--- config.mk ---
export PLATFORM = sky130hd
export DESIGN_NAME = pc_update_ras
export DESIGN_NICKNAME = d
export VERILOG_FILES = /design/src/rtl/pc_update_ras.sv
export SDC_FILE = /design/constraint.sdc
export NUM_CORES = 1
export LEC_CHECK = 0
export BUFFER_PORTS_ARGS = -buffer_cell sky130_fd_sc_hd__clkbuf_2
export CORE_MARGIN = 2
export CORE_UTILIZATION = 57
export CTS_CLUSTER_DIAMETER = 150
export DETAILED_ROUTE_END_ITERATION = 10
export PLACE_DENSITY = 0.79
export SLEW_MARGIN = 20
export SYNTH_ARGS = -nofsm -noshare
export SYNTH_HDL_FRONTEND = slang
export SYNTH_SLANG_ARGS = --single-unit
--- constraint.sdc ---
create_clock -name clk -period 8.1 [get_ports clk]
set_clock_uncertainty 0.15 [all_clocks]
set_input_delay 2.025 -clock clk [delete_from_list [all_inputs] [get_ports clk]]
set_output_delay 2.025 -clock clk [all_outputs]
set_load 0.005 [all_outputs]
--- src/rtl/pc_update_ras.sv ---
// PC-update stage for the Y86-64 SEQ core: registered next PC, sticky RUN/HALT/ERR
// status and a circular return-address stack that predicts ret targets.
module pc_update_ras #(
    parameter int                ADDR_W    = 64,
    parameter int                RAS_DEPTH = 8,
    parameter logic [ADDR_W-1:0] RESET_PC  = '0
) (
    input  logic              clk,
    input  logic              rst_n,
    input  logic              en,
    input  logic [3:0]        icode,
    input  logic              cnd,
    input  logic [ADDR_W-1:0] valC,
    input  logic [ADDR_W-1:0] valM,
    input  logic [ADDR_W-1:0] valP,
    output logic [ADDR_W-1:0] pc,
    output logic [1:0]        stat,
    output logic [ADDR_W-1:0] ras_top,
    output logic              ras_empty,
    output logic              ras_mispredict,
    output logic              ras_overflow,
    output logic              ras_underflow
);

    localparam int PTR_W = $clog2(RAS_DEPTH);
    localparam int CNT_W = PTR_W + 1;
    localparam logic [CNT_W-1:0] FULL = CNT_W'(RAS_DEPTH);

    typedef enum logic [1:0] {
        S_RUN  = 2'b00,
        S_HALT = 2'b01,
        S_ERR  = 2'b10
    } state_t;

    state_t              state_q;
    state_t              state_d;
    logic [ADDR_W-1:0]   pc_d;
    logic                do_push;
    logic                do_pop;
    logic [PTR_W-1:0]    top_ptr;
    logic [PTR_W-1:0]    top_inc;
    logic [CNT_W-1:0]    count;
    logic [ADDR_W-1:0]   entries [RAS_DEPTH];

    assign top_inc   = top_ptr + 1'b1;
    assign ras_empty = (count == '0);
    assign ras_top   = ras_empty ? '0 : entries[top_ptr];
    assign stat      = state_q;

    // Decode of the retiring instruction; nothing moves unless retiring in RUN
    always_comb begin
        state_d = state_q;
        pc_d    = pc;
        do_push = 1'b0;
        do_pop  = 1'b0;
        if (en && state_q == S_RUN) begin
            case (icode)
                4'h0: state_d = S_HALT;
                4'h7: pc_d = cnd ? valC : valP;
                4'h8: begin
                    pc_d    = valC;
                    do_push = 1'b1;
                end
                4'h9: begin
                    pc_d   = valM;
                    do_pop = 1'b1;
                end
                4'hC, 4'hD, 4'hE, 4'hF: state_d = S_ERR;
                default: pc_d = valP;
            endcase
        end
    end

    always_ff @(posedge clk or negedge rst_n) begin
        if (!rst_n) begin
            state_q        <= S_RUN;
            pc             <= RESET_PC;
            top_ptr        <= '0;
            count          <= '0;
            ras_mispredict <= 1'b0;
            ras_overflow   <= 1'b0;
            ras_underflow  <= 1'b0;
        end else begin
            state_q        <= state_d;
            pc             <= pc_d;
            ras_mispredict <= 1'b0;
            ras_overflow   <= 1'b0;
            ras_underflow  <= 1'b0;
            // A push into a full stack lands on the oldest slot, so count saturates
            if (do_push) begin
                top_ptr <= top_inc;
                if (count == FULL) begin
                    ras_overflow <= 1'b1;
                end else begin
                    count <= count + 1'b1;
                end
            end
            if (do_pop) begin
                if (count == '0) begin
                    ras_underflow <= 1'b1;
                end else begin
                    ras_mispredict <= (entries[top_ptr] != valM);
                    top_ptr        <= top_ptr - 1'b1;
                    count          <= count - 1'b1;
                end
            end
        end
    end

    // Entry storage needs no reset: ras_top masks it while the stack is empty
    always_ff @(posedge clk) begin
        if (do_push) begin
            entries[top_inc] <= valP;
        end
    end

endmodule

==> results of run 1 <==
==> layer usage <==
| metal | global-route usage [%] | up-vias | share of wire, % |
|---|---|---|---|
| li1 | - | 6451 | - |
| met1 | 38.9 | 7579 | 39 |
| met2 | 45.5 | 970 | 48 |
| met3 | 5.54 | 121 | 9.9 |
| met4 | 11.2 | 2 | 3.5 |
| met5 | 0 | - | 0.021 |
==> worst max-delay path by stage <==
stage | from | endpoint | slack (ps) | cells past startpoint
final | top_ptr[1]$_DFF_PN0_ | ras_top[26] | 2410 | 5
after global routing | top_ptr[0]$_DFF_PN0_ | ras_top[12] | 2260 | 6
after CTS | top_ptr[0]$_DFF_PN0_ | ras_top[28] | 2260 | 5
after detailed placement | icode[3] | entries[2][57]$_DFFE_PP_ | 2340 | 6
after global placement | icode[3] | entries[2][40]$_DFFE_PP_ | 2420 | 6
after floorplan | icode[1] | entries[7][0]$_DFFE_PP_ | -190 | 5
==> synth_stat cells, drive strengths merged (31+ instances only) <==
library cell / number / share of area (%)
a22o: 31 / 1.1
clkbuf: 44 / 0.68
nand2: 77 / 1.2
o21ai: 114 / 2.4
edfxtp: 512 / 64
nor3: 51 / 1.1
a222oi: 64 / 2.6
xor2: 35 / 1.3
mux2i: 111 / 4.7
buf: 45 / 1.5
dfrtp: 76 / 7.9
mux4: 80 / 7.6
nor2: 75 / 1.2
==> worst max-delay path: stages (launching register included) <==
cell and delay [ps]:
dfrtp_2 1020, inv_2 540, buf_4 420, o21ai_0 670
nor2_1 100, clkbuf_2 140
==> cells by family after synthesis <==
family | Yosys count
and+or+nand+nor | 270
buffers and inverters | 95
xor gates and xnor gates | 39
DFF | 588
AOI/OAI and AO/OA | 237
adders and majority gates | 4
muxes | 191
==> area by class of cell <==
cell class                      count  area (um2)
Tap cell                          539         674
Clock buffer                       73        1550
Clock inverter                     30         417
Multi-Input combinational cell    741        6450
Antenna cell                        1        2.50
Timing Repair Buffer              362        1950
Inverter                            6        22.5
Sequential cell                   588       17300
Fill cell                        2777       13600
==> metrics by stage <==
step           cell area, um2  power, W  setup slack [ps]  hold WS (ps)
3_3_place_gp            26300   0.00369              2420           313
2_1_floorplan           24200   0.00352              -191           323
6_report                28300   0.00640              2410           330
4_1_cts                 28300   0.00643              2260           333
3_5_place_dp            26400   0.00370              2340           320
5_1_grt                 28300   0.00658              2260           349
==> flip-flops by register name, summed over array words and instances, names as in the netlist <==
signal / cells
entries: 512
count: 4
pc: 64
ras_underflow: 1
stat: 2
ras_overflow: 1
top_ptr: 3
ras_mispredict: 1
==> power groups by stage <==
stage,registers [W],clock network (W),logic [W]
2_1_floorplan,0.00339,0,0.000124
3_3_place_gp,0.00339,0,0.000294
3_5_place_dp,0.00339,0,0.000303
4_1_cts,0.00333,0.00280,0.000305
5_1_grt,0.00333,0.00291,0.000336
6_report,0.00333,0.00277,0.000310
==> metrics.txt, run 1 <==
status=completed; clock share of power=43.2%; vias in the first global route=14919; arrival time at the worst endpoint=3510 ps; Register-to-Register Setup Slack=3670 ps; first-iteration detailed-routing DRC count=1840; headroom to the max-slew limit=~30%; fraction of synthesized cell area in xor and xnor cells=1.41%; Detail Route Antenna Nets=0; Top FF cell, synth=edfxtp_1; weighted congestion reported at the end of routability-driven placement=0.858; Required @ worst endpoint=5930 ps; std cell rows=75; reg-to-reg critical path startpoint=top_ptr[0]$_DFF_PN0_; Top Ports=334; internal cell power=approximately 0.005 W; GRT Resource Usage Total=around 28%; number of iterations in the first detailed-routing pass=9; CP Max Fanout=31; die outline area=44100 um2; synthesized cell area=24200 um2; proportion of synthesized chip area in sequential cells=71.4%; register share of total power=a little over half; count of cells along the worst hold path=2; mean routed wirelength per cell=26.8 um; total number of vias=about 15000; synth-to-layout area growth=17.2%; cell total after placement=2235; Async SR Flop Fraction=12.9%; leftover overflow at the end of global routing=0; power share of the combinational group=4.8%; largest net degree at the start of global routing=111; max-slew violations=0; power density relative to cell area=226 nW/um2; switch share=20.4%; warnings from Yosys=0; fraction of synthesized area in multiplexers=between 10 and 15%; effective utilization at floorplan=57.6%; static power due to leakage=10.6 nW; maximum clock path buffer count=3; synthesized instance count=1424; kind of critical path=register to output port; width of the die=210 um; Total Neg Setup Slack=0 ps; synthesized-area fraction occupied by and/or/nand/nor cells=5.41%; cts bufs inserted=55; clock root cell=clkbuf_16; net switching power of the design=between 0.001 and 0.0015 W; clock tree from TritonCTS=done; synthesized-area fraction occupied by ao, oa, aoi and oai cells=~7%; post-cts resize count=0; wire length of the first global-routing pass=a little over 90000 um; minimum clock period=5690 ps; share of post-route cells with drive strength above 1=just over 30%; routed vias/inst=6.46; library cells used by synthesis=51; RSZ-0062 raised after global routing=false; highest ir drop seen on vdd=0.158 mV; number of hold violations in the final report=0; reg2reg path depth=7; clock input transition at the sequential cells of the worst setup and hold paths=around 70 ps; crit path launch type=register; final-stage net count=1958; main combinational cell family by area after synthesis=multiplexers; syn nets=1628; type of the most critical hold path=register to register; FMAX=176 MHz; commonest non-fill, non-tap cell in the layout=edfxtp_1; final clock period utilization by the worst path=a little over two thirds; count of input and output buffers=roughly 330; end-of-flow core utilization=67.6%; number of synthesized flops with an enable pin=512; Skew-Pair Late Insertion Delay=600 ps; slew at the pin closest to its max-slew limit=1060 ps; Post-DP HPWL=about 40000 um; Worst setup EP type=output port; Adder-Cell Fraction of Synth Area=0.207%; number of levels in the clock H-tree=2; flip-flop and latch count after synthesis=588; number of clock sinks seen by CTS=588; worst min-delay path endpoint=pc[63]$_DFFE_PN0P_; Total Wirelength=62700 um; reported max-cap violation count=0; overall die height=210 um; number of hold buffers added after cts=0; HP Start=pc[63]$_DFFE_PN0P_; Reg2Reg Capture Point=entries[2][38]$_DFFE_PP_; Core Area=about 42000 um2; syn avg cell area=17.0 um2; antenna violations before repair=2; final-report setup violation count=0; Post-CTS Setup Repair Bufs=0; remaining design rule violation count=0; non-filler instance count after layout=2340; commonest non-fill, non-tap cells in the layout=512 x edfxtp_1, 332 x clkbuf_2, 108 x mux2i_1
Note: power is estimated with default switching activity, not from simulation.
==> run 2: changes to the inputs <==
- CORE_UTILIZATION: 57 -> 52
- PLACE_DENSITY: 0.79 -> 0.76
- clock period: 8.1 -> 5.05 ns (I/O delays scaled with it)
==> run 2 against run 1 <==
- power rose by 58%
- critical path depth did not move
- global-route usage fell by 2.1 points
- wire length rose by 1.6%
- flip-flop and latch count did not move
- clock power rose by 55%
- via count fell by 0.72%
- die area rose by 9.4%
- first-iteration DRC count fell by 12%
- sequential share of layout area fell by 0.38 points
==> metrics.txt, run 2 (synthesis results as in run 1) <==
highest ir drop seen on vdd=0.290 mV (+84%); largest net degree at the start of global routing=74 (-33%); share of post-route cells with drive strength above 1=30.7% (+0.32 points); total number of vias=15014 (-0.72%); cts bufs inserted=58 (+5.5%); kind of critical path=register to output port; wire length of the first global-routing pass=92700 um (+1.5%); slack of the critical path=420 ps (-1990 ps); overall die height=220 um (+4.6%); number of levels in the clock H-tree=2 (unchanged); Post-CTS Setup Repair Bufs=0 (unchanged); type of the most critical hold path=register to register; total area of multi-input combinational cells=6480 um2 (+0.47%); number of flip-flops in the largest register=512 (unchanged); Required @ worst endpoint=3640 ps (-2290 ps); FMAX=roughly 220 MHz; effective utilization at floorplan=52.3% (-5.4 points); width of the die=220 um (+4.6%); Post-DP HPWL=40800 um (+3.0%); leftover overflow at the end of global routing=0 (unchanged); Skew-Pair Late Insertion Delay=620 ps (+20 ps); Reg area=17300 um2 (unchanged); synth-to-layout area growth=18.0%; mean routed wirelength per cell=26.3 um (-2.0%); count of input and output buffers=333 (unchanged); final-stage net count=1969 (+0.56%); crit path launch type=register; Total Wirelength=63600 um (+1.6%); minimum clock period=around 4600 ps; Detail Route Antenna Nets=0 (unchanged); CP Max Fanout=30 (-3.2%); first-iteration detailed-routing DRC count=1620 (-12%); vias in the first global route=14914 (-0.034%); commonest non-fill, non-tap cell in the layout=edfxtp_1; power density relative to cell area=356 nW/um2 (+57%); antenna violations before repair=3 (+1); Core Area=46300 um2 (+10%); remaining design rule violation count=0 (unchanged); static power due to leakage=10.7 nW (+0.70%); weighted congestion reported at the end of routability-driven placement=0.858 (about the same); number of iterations in the first detailed-routing pass=8 (-1); final-layout fill cell count=3347 (+21%); worst setup slack after placement=1100 ps (-1240 ps); clock input transition at the sequential cells of the worst setup and hold paths=60 ps (about the same); headroom to the max-slew limit=42.5% (+13 points); routed vias/inst=6.19 (-4.2%); clock root cell=clkbuf_16; end-of-flow core utilization=61.7% (-5.9 points); number of clock sinks seen by CTS=588 (unchanged); maximum clock path buffer count=3 (unchanged); arrival time at the worst endpoint=3220 ps (-290 ps); status=completed; clock tree from TritonCTS=done; final-report setup violation count=0 (unchanged); post-cts resize count=0 (unchanged); commonest non-fill, non-tap cells in the layout=512 x edfxtp_1, 332 x clkbuf_2, 108 x mux2i_1; slew at the pin closest to its max-slew limit=860 ps (-201 ps); die outline area=48200 um2 (+9.4%); reported max-cap violation count=0 (unchanged); leading registers by flop count=entries: 512 flops, pc: 64 flops, count: 4 flops; GRT Resource Usage Total=26.3% (-2.1 points); number of hold violations in the final report=0 (unchanged); RSZ-0062 raised after global routing=false; final clock period utilization by the worst path=91.7%; Top Ports=334 (unchanged); Worst setup EP type=output port; max-slew violations=0 (unchanged); register with the most flip-flops=entries; std cell rows=79 (+5.3%); number of hold buffers added after cts=0 (unchanged)
## run 2: changes by cell type in the layout (fill, tap and decap cells not counted), moves of 4 or more
cell and change:
buf_12 +7, bufinv_16 -5, nor3_2 -4, clkinv_2 +8, clkbuf_16 +4, clkinv_4 -4, nor3_4 +4
## run 2: worst max-delay path, stage by stage, from the launching register on
cell and delay, ps:
dfrtp_4 840, buf_4 380, mux4_2 530, o21ai_0 570, nor2_1 110, clkbuf_2 140
## run 2: layout make-up
class,count,share of cell area [%]
diodes,3,0.0263
clock buffers,76,5.69
clock inverters,33,1.02
inverters,6,0.0789
multi-input cells,741,22.7
flip-flops and latches,588,60.6
well taps,607,2.66
repair buffers,370,7.22
## run 2: metrics by stage
step	std cells	power, W	hold WS, ps	setup TNS (ps)	area, um2
floorplan	1424	0.00564	323	-312640	24200
global placement	2312	0.00593	313	0	26600
detailed placement	2312	0.00595	321	0	26600
CTS	2421	0.0102	334	0	28500
global route	2423	0.0105	352	0	28500
finish	2424	0.0101	331	0	28500
## run 2: metal layers
layer | global-route usage, % | vias to the layer above | part of all wire [%]
met5 | 0 | - | 0.019
met4 | 7.02 | 2 | 2.3
met3 | 5.13 | 99 | 10
met2 | 43.4 | 844 | 49
met1 | 36.1 | 7603 | 39
li1 | - | 6466 | -
## run 2: power breakdown
group          switching [W]  total, W  leakage, nW  internal, W
registers          0.0000262   0.00534         5.60      0.00531
clock network        0.00179   0.00430        0.946      0.00251
logic               0.000312  0.000508         4.16     0.000196
total                0.00213    0.0101         10.7      0.00802
## run 2: worst paths after layout
path,start,endpoint,slack (ps),depth (start not counted)
worst min register to register,pc[13]$_DFFE_PN0P_,pc[13]$_DFFE_PN0P_,330,2
worst max-delay path,top_ptr[0]$_DFF_PN0_,ras_top[55],420,5
min in group asynchronous,rst_n,pc[44]$_DFFE_PN0P_,560,1
max in group asynchronous,rst_n,pc[13]$_DFFE_PN0P_,3280,2
worst min-delay path,pc[13]$_DFFE_PN0P_,pc[13]$_DFFE_PN0P_,330,2
worst max register to register,top_ptr[0]$_DFF_PN0_,ras_mispredict$_DFF_PN0_,1380,7
